--- src/rtl/cdnsdru_usb4_message_bus_ctrl.sv ---
// Message-bus command controller: buffers uncommitted writes, flushes them on commit,
// services reads and returns write_ack / read_completion through the TX encoder.
module cdnsdru_usb4_message_bus_ctrl #(
    parameter int unsigned UC_DEPTH    = 4,
    parameter int unsigned REG_TIMEOUT = 255
) (
    input  logic        pipe_mac2phy_clk,
    input  logic        pipe_mac2phy_rst,
    input  logic        mb_enable,
    input  logic        mb_cdb_reset,
    input  logic        mb_cdb_ctrl_reset,
    input  logic        mb_cdb_err_clr,
    input  logic        mb_rx_cmd_complete,
    input  logic [3:0]  mb_rx_command,
    input  logic [11:0] mb_rx_address,
    input  logic [7:0]  mb_rx_data,
    output logic        mb_reg_req,
    output logic        mb_reg_wr,
    output logic [11:0] mb_reg_addr,
    output logic [7:0]  mb_reg_wdata,
    input  logic        mb_reg_ack,
    input  logic [7:0]  mb_reg_rdata,
    output logic        mb_tx_req,
    output logic [3:0]  mb_tx_command,
    output logic [7:0]  mb_tx_data,
    input  logic        mb_tx_done,
    output logic        mb_busy,
    output logic        mb_err_overflow,
    output logic        mb_err_timeout,
    output logic        mb_err_drop
);

    localparam int unsigned PtrW    = (UC_DEPTH > 1) ? $clog2(UC_DEPTH) : 1;
    localparam int unsigned CntW    = $clog2(UC_DEPTH + 1);
    localparam logic [7:0]  TmoLast = 8'(REG_TIMEOUT - 1);
    localparam logic [PtrW-1:0] PtrLast = PtrW'(UC_DEPTH - 1);

    localparam logic [3:0] CmdWrUc  = 4'h1;
    localparam logic [3:0] CmdWrC   = 4'h2;
    localparam logic [3:0] CmdRd    = 4'h3;
    localparam logic [3:0] CmdRdCpl = 4'h4;
    localparam logic [3:0] CmdWrAck = 4'h5;

    typedef enum logic [2:0] {StIdle, StDrain, StCommit, StRead, StResp} state_e;

    state_e            state_q, state_d;
    logic [PtrW-1:0]   rd_ptr_q, rd_ptr_d, wr_ptr_q, wr_ptr_d;
    logic [CntW-1:0]   cnt_q, cnt_d;
    logic [11:0]       c_addr_q, c_addr_d;
    logic [7:0]        c_data_q, c_data_d;
    logic [3:0]        tx_cmd_q, tx_cmd_d;
    logic [7:0]        tx_data_q, tx_data_d;
    logic [7:0]        tmr_q, tmr_d;
    logic              err_ovf_q, err_ovf_d, err_tmo_q, err_tmo_d, err_drop_q, err_drop_d;
    logic              set_ovf, set_tmo, set_drop, push;
    logic [11:0]       buf_addr_q [UC_DEPTH];
    logic [7:0]        buf_data_q [UC_DEPTH];

    logic soft_rst, any_rst, in_access, tmo_hit, access_done;
    logic [7:0] rd_data_eff;

    assign soft_rst  = ~mb_enable | mb_cdb_reset | mb_cdb_ctrl_reset;
    assign any_rst   = pipe_mac2phy_rst | soft_rst;
    assign in_access = (state_q == StDrain) || (state_q == StCommit) || (state_q == StRead);

    // Request is gated by reset combinationally so an outstanding access drops immediately.
    assign mb_reg_req  = in_access & ~any_rst;
    assign mb_reg_wr   = mb_reg_req & (state_q != StRead);
    assign tmo_hit     = mb_reg_req & ~mb_reg_ack & (tmr_q == TmoLast);
    assign access_done = mb_reg_req & (mb_reg_ack | tmo_hit);
    assign rd_data_eff = mb_reg_ack ? mb_reg_rdata : 8'h00;

    assign mb_tx_req       = (state_q == StResp) & ~any_rst;
    assign mb_tx_command   = tx_cmd_q;
    assign mb_tx_data      = tx_data_q;
    assign mb_busy         = (state_q != StIdle);
    assign mb_err_overflow = err_ovf_q;
    assign mb_err_timeout  = err_tmo_q;
    assign mb_err_drop     = err_drop_q;

    always_comb begin
        mb_reg_addr  = 12'h000;
        mb_reg_wdata = 8'h00;
        unique case (state_q)
            StDrain: begin
                mb_reg_addr  = buf_addr_q[rd_ptr_q];
                mb_reg_wdata = buf_data_q[rd_ptr_q];
            end
            StCommit: begin
                mb_reg_addr  = c_addr_q;
                mb_reg_wdata = c_data_q;
            end
            StRead:  mb_reg_addr = c_addr_q;
            default: ;
        endcase
    end

    always_comb begin
        state_d   = state_q;
        rd_ptr_d  = rd_ptr_q;
        wr_ptr_d  = wr_ptr_q;
        cnt_d     = cnt_q;
        c_addr_d  = c_addr_q;
        c_data_d  = c_data_q;
        tx_cmd_d  = tx_cmd_q;
        tx_data_d = tx_data_q;
        tmr_d     = (mb_reg_req && !access_done) ? tmr_q + 8'd1 : 8'd0;
        push      = 1'b0;
        set_ovf   = 1'b0;
        set_tmo   = tmo_hit;
        set_drop  = mb_rx_cmd_complete && (state_q != StIdle);

        unique case (state_q)
            StIdle: begin
                if (mb_rx_cmd_complete) begin
                    case (mb_rx_command)
                        CmdWrUc: begin
                            if (cnt_q < CntW'(UC_DEPTH)) push = 1'b1;
                            else                         set_ovf = 1'b1;
                        end
                        CmdWrC: begin
                            c_addr_d = mb_rx_address;
                            c_data_d = mb_rx_data;
                            state_d  = (cnt_q != '0) ? StDrain : StCommit;
                        end
                        CmdRd: begin
                            c_addr_d = mb_rx_address;
                            state_d  = StRead;
                        end
                        default: ;
                    endcase
                end
            end
            StDrain: begin
                // An aborted entry is popped just like an acknowledged one.
                if (access_done) begin
                    rd_ptr_d = (rd_ptr_q == PtrLast) ? '0 : rd_ptr_q + 1'b1;
                    cnt_d    = cnt_q - 1'b1;
                    if (cnt_q == CntW'(1)) state_d = StCommit;
                end
            end
            StCommit: begin
                if (access_done) begin
                    tx_cmd_d  = CmdWrAck;
                    tx_data_d = 8'h00;
                    state_d   = StResp;
                end
            end
            StRead: begin
                if (access_done) begin
                    tx_cmd_d  = CmdRdCpl;
                    tx_data_d = rd_data_eff;
                    state_d   = StResp;
                end
            end
            StResp: begin
                if (mb_tx_done) begin
                    tx_cmd_d  = 4'h0;
                    tx_data_d = 8'h00;
                    state_d   = StIdle;
                end
            end
            default: state_d = StIdle;
        endcase

        if (push) begin
            wr_ptr_d = (wr_ptr_q == PtrLast) ? '0 : wr_ptr_q + 1'b1;
            cnt_d    = cnt_q + 1'b1;
        end

        // Soft reset clears everything except the sticky error flags.
        if (any_rst) begin
            state_d   = StIdle;
            rd_ptr_d  = '0;
            wr_ptr_d  = '0;
            cnt_d     = '0;
            c_addr_d  = 12'h000;
            c_data_d  = 8'h00;
            tx_cmd_d  = 4'h0;
            tx_data_d = 8'h00;
            tmr_d     = 8'd0;
            push      = 1'b0;
            set_ovf   = 1'b0;
            set_tmo   = 1'b0;
            set_drop  = 1'b0;
        end

        err_ovf_d  = set_ovf  | (err_ovf_q  & ~mb_cdb_err_clr);
        err_tmo_d  = set_tmo  | (err_tmo_q  & ~mb_cdb_err_clr);
        err_drop_d = set_drop | (err_drop_q & ~mb_cdb_err_clr);
    end

    always_ff @(posedge pipe_mac2phy_clk) begin
        if (pipe_mac2phy_rst) begin
            state_q    <= StIdle;
            rd_ptr_q   <= '0;
            wr_ptr_q   <= '0;
            cnt_q      <= '0;
            c_addr_q   <= 12'h000;
            c_data_q   <= 8'h00;
            tx_cmd_q   <= 4'h0;
            tx_data_q  <= 8'h00;
            tmr_q      <= 8'd0;
            err_ovf_q  <= 1'b0;
            err_tmo_q  <= 1'b0;
            err_drop_q <= 1'b0;
        end else begin
            state_q    <= state_d;
            rd_ptr_q   <= rd_ptr_d;
            wr_ptr_q   <= wr_ptr_d;
            cnt_q      <= cnt_d;
            c_addr_q   <= c_addr_d;
            c_data_q   <= c_data_d;
            tx_cmd_q   <= tx_cmd_d;
            tx_data_q  <= tx_data_d;
            tmr_q      <= tmr_d;
            err_ovf_q  <= err_ovf_d;
            err_tmo_q  <= err_tmo_d;
            err_drop_q <= err_drop_d;
        end
    end

    always_ff @(posedge pipe_mac2phy_clk) begin
        if (push) begin
            buf_addr_q[wr_ptr_q] <= mb_rx_address;
            buf_data_q[wr_ptr_q] <= mb_rx_data;
        end
    end

endmodule

--- config.mk ---
export PLATFORM = sky130hd
export DESIGN_NAME = cdnsdru_usb4_message_bus_ctrl
export DESIGN_NICKNAME = d
export VERILOG_FILES = /design/src/rtl/cdnsdru_usb4_message_bus_ctrl.sv
export SDC_FILE = /design/constraint.sdc
export NUM_CORES = 1
export LEC_CHECK = 0
export CAP_MARGIN = 40
export CORE_MARGIN = 3
export CORE_UTILIZATION = 40
export CTS_CLUSTER_DIAMETER = 40
export DETAILED_ROUTE_END_ITERATION = 10
export GPL_TIMING_DRIVEN = 0
export SETUP_SLACK_MARGIN = 0.3
export SLEW_MARGIN = 20
export SYNTH_ARGS = -nofsm -noshare
export SYNTH_HDL_FRONTEND = slang
export SYNTH_SLANG_ARGS = --single-unit
--- constraint.sdc ---
create_clock -name pipe_mac2phy_clk -period 4.4 [get_ports pipe_mac2phy_clk]
set_clock_uncertainty 0.05 [all_clocks]
set_input_delay 0.66 -clock pipe_mac2phy_clk [delete_from_list [all_inputs] [get_ports pipe_mac2phy_clk]]
set_output_delay 0.66 -clock pipe_mac2phy_clk [all_outputs]
set_load 0.02 [all_outputs]
==> impl_summary.txt <==
----------------------------------------------------
[Clock tree]
  Num CTS Buffers ... 17
  Max Buffers Root-to-Sink ... 2
  Clock tree from TritonCTS ... built
  Clock input transition at the sequential cells of the worst setup and hold paths ... ~60 ps
  Root buffer cell ... sky130_fd_sc_hd__clkbuf_16
  Clock tree sinks ... between 100 and 150
  Clock latency on the worst-skew pair ... between 400 and 500 ps
  Clock H-tree levels ... 4
  Post-CTS setup-driven buffer insertion count ... 0

[Layout]
  Utilization of the core after routing ... roughly 55%
  Final instance area ... ~7000 um2
  Antenna diodes ... 0
  Post-layout net count ... 566
  Share of final-layout standard cells stronger than drive strength 1 ... 13.9%
  Area overhead of the layout relative to synthesis ... 30.2%
  Fill cell count ... 1072

[Power]
  Peak supply drop ... between 0.0003 and 0.0004 V
  Leak Pwr ... 2.28 nW
  Power Dens Cells ... 404 nW/um2

[Drt]
  DRC marker count from the first detailed-route iteration ... about 220
  Routed Antenna Nets ... 0
  Iteration count of the initial detailed-routing pass ... 5
  WL per Instance ... around 18 um
  Detailed-route wire length ... 12600 um
  Detailed-route DRC error count ... 0
  Average via count per standard cell ... approximately 5.3
  Vias ... roughly 3700

[Critical path]
  Type of element capturing the critical path ... primary output
  Required time of the critical path ... around 3700 ps
  R2R cell count ... 5
  Crit path kind ... in2out
  Worst setup SP type ... primary input
  Startpoint of the lowest-slack register-to-register path ... state_q[0]
  Worst-path fanout max ... 7
  Data arrival at the endpoint of the critical path ... roughly 3000 ps
  Register-to-Register Setup Slack ... between 1500 and 2000 ps
  Critical path endpoint ... mb_reg_wr
  Capture point of the worst reg-to-reg path ... buf_data_q[3][5]
  Launching element of the worst setup path ... pipe_mac2phy_rst

[Die]
  Horiz. Die Dim ... ~120 um
  Core Footprint ... between 10000 and 15000 um2
  Die area ... between 15000 and 20000 um2
  Height of the die ... around 120 um
  Number of placement rows ... 41
  IO Pins ... 80
  Effective utilization at floorplan ... 42.0%

[Global routing]
  Number of antenna violations at the first check in global routing ... 0
  Total Routing Usage GR ... ~18%
  Largest net degree at the start of global routing ... 21
  Grt ovf ... 0
  Wire length of the first global-routing pass ... 19200 um
  Number of global-route vias before repair ... about 3600

[STA]
  Final count of negative-setup-slack endpoints ... 0
  Slew @ Worst Pin ... around 730 ps
  F_max ... approximately 270 MHz
  Total negative slack for setup checks ... 0 ps
  Relative slew slack ... about 51%
  RSZ-0062 raised after global routing ... no
  Number of hold violations in the final report ... 0
  Crit share post-route ... a little over four fifths
  Post-layout minimum cycle time ... ~3700 ps
  Max-slew violations ... 0

[Synth]
  Mean Syn Cell Area ... 13.1 um2
  Async set or reset register ratio after synthesis ... 0%
  Synthesized area ... around 5400 um2
  Count of different cell masters after synthesis ... 48
  Ys Warns ... 0
  EDFF count, synth ... 80
  Post-synthesis sequential area ratio ... a little under two thirds
  Gate count after technology mapping ... between 400 and 500
  Primary flip-flop cell chosen by synthesis mapping ... sky130_fd_sc_hd__edfxtp_1
  Register bit total from synthesis ... 133

[Outcome]
  Run status ... complete, no violations

[Place]
  Routability-driven placement congestion ratio ... approximately 0.77
  I/O Buffers ... 77
  Post-placement cell area ... roughly 6400 um2
  Detailed placement HPWL ... ~8000 um

[Hold path]
  Class of the worst hold path ... reg2reg

[Run]
  Max-capacitance violation count ... 0

----------------------------------------------------
[worst max-delay path, cell delays in order]
cell	delay (ps)
sky130_fd_sc_hd__clkdlybuf4s50_1	500
sky130_fd_sc_hd__or4b_1	500
sky130_fd_sc_hd__buf_2	200
sky130_fd_sc_hd__or3_4	380
sky130_fd_sc_hd__a21oi_1	130
sky130_fd_sc_hd__clkdlybuf4s50_1	650
[flip-flops by register name, summed over array words and instances, names as in the netlist, 3 cells and up, named ones only]
register	count
c_addr_q	12
mb_tx_data	8
c_data_q	8
tmr_q	8
cnt_q	3
buf_data_q	32
buf_addr_q	48
state_q	3
[report_power, final]
| part | leakage [nW] | switching [mW] | internal, mW | total (mW) |
|---|---|---|---|---|
| registers | 1.15 | 0.000291 | 1.32 | 1.32 |
| logic | 0.850 | 0.0358 | 0.0387 | 0.0745 |
| clock network | 0.289 | 0.521 | 0.938 | 1.46 |
| total | 2.28 | 0.558 | 2.30 | 2.85 |
[layout make-up]
class                           count  area [um2]  area share, %
Tap cell                          172         215           3.05
Buffer                             24         105           1.49
Sequential cell                   133        3460           49.0
Multi-Input combinational cell    249        1830           25.8
Timing Repair Buffer               79         793           11.2
Clock inverter                     10         146           2.07
Inverter                           10        42.5          0.602
Clock buffer                       22         474           6.71
[cell usage after synthesis, drive strengths merged, types with 9 or more instances]
| library cell | instances | area, um2 |
|---|---|---|
| nand2 | 53 | 199 |
| ha | 11 | 138 |
| inv | 9 | 33.8 |
| edfxtp | 80 | 2400 |
| nor2 | 37 | 139 |
| dfxtp | 53 | 1060 |
| a22o | 12 | 105 |
| mux4 | 20 | 450 |
| a21oi | 26 | 130 |
| clkbuf | 19 | 71.3 |
[per-stage QoR]
step                total power, mW  setup slack, ps  hold WS [ps]  instances
finish                         2.85              670           407        699
global placement               1.42              502           392        665
floorplan                      1.36             1620           386        416
detailed placement             1.42              690           400        667
global route                   2.94              487           427        699
CTS                            2.88              468           408        699
[cells by family (layout without fill, tap and decap cells)]
family                     count (synthesis)  after routing  synth area share [%]
buffers and inverters                     34            145                  2.70
other                                      1              2                0.0691
DFF                                      133            133                  63.8
and+or+nand+nor                          129            129                  11.2
muxes                                     25             25                  9.22
AOI/OAI and AO/OA                         75             75                  9.29
xor gates and xnor gates                   7              7                  1.13
adders and majority gates                 11             11                  2.54
[routing by layer]
layer,wire (um),global-route usage [%]
met1,5420,22.1
met5,0,0
met3,955,5.67
met2,5920,28.1
met4,257,7.63
[what timing repair did]
item | CTS | global route
hold buffers | 0 | 0
endpoints found under the setup margin | 0 | 8
resized for setup | 0 | 2
[cell usage in the layout, fill, tap and decap left out, drive strengths merged, types with 5 or more instances in the layout]
master         count
o21ai              8
inv               10
nand3              8
edfxtp            80
nand2             53
clkbuf            41
a22oi              8
a21oi             26
a22o              12
buf                7
and2               5
o22ai              8
dfxtp             53
mux4              20
mux2i              5
ha                11
clkdlybuf4s50     77
nor2              37
[worst min path at each step]
stage | slack, ps | from | cells after the start | to
global placement | 390 | c_addr_q[6] | 2 | c_addr_q[6]
finish | 410 | c_addr_q[4] | 2 | c_addr_q[4]
CTS | 410 | c_addr_q[4] | 2 | c_addr_q[4]
detailed placement | 400 | c_addr_q[4] | 2 | c_addr_q[4]
floorplan | 390 | c_addr_q[11] | 2 | c_addr_q[11]
global route | 430 | mb_tx_command[2] | 2 | mb_tx_command[2]
Power figures use the tool's default switching activity.
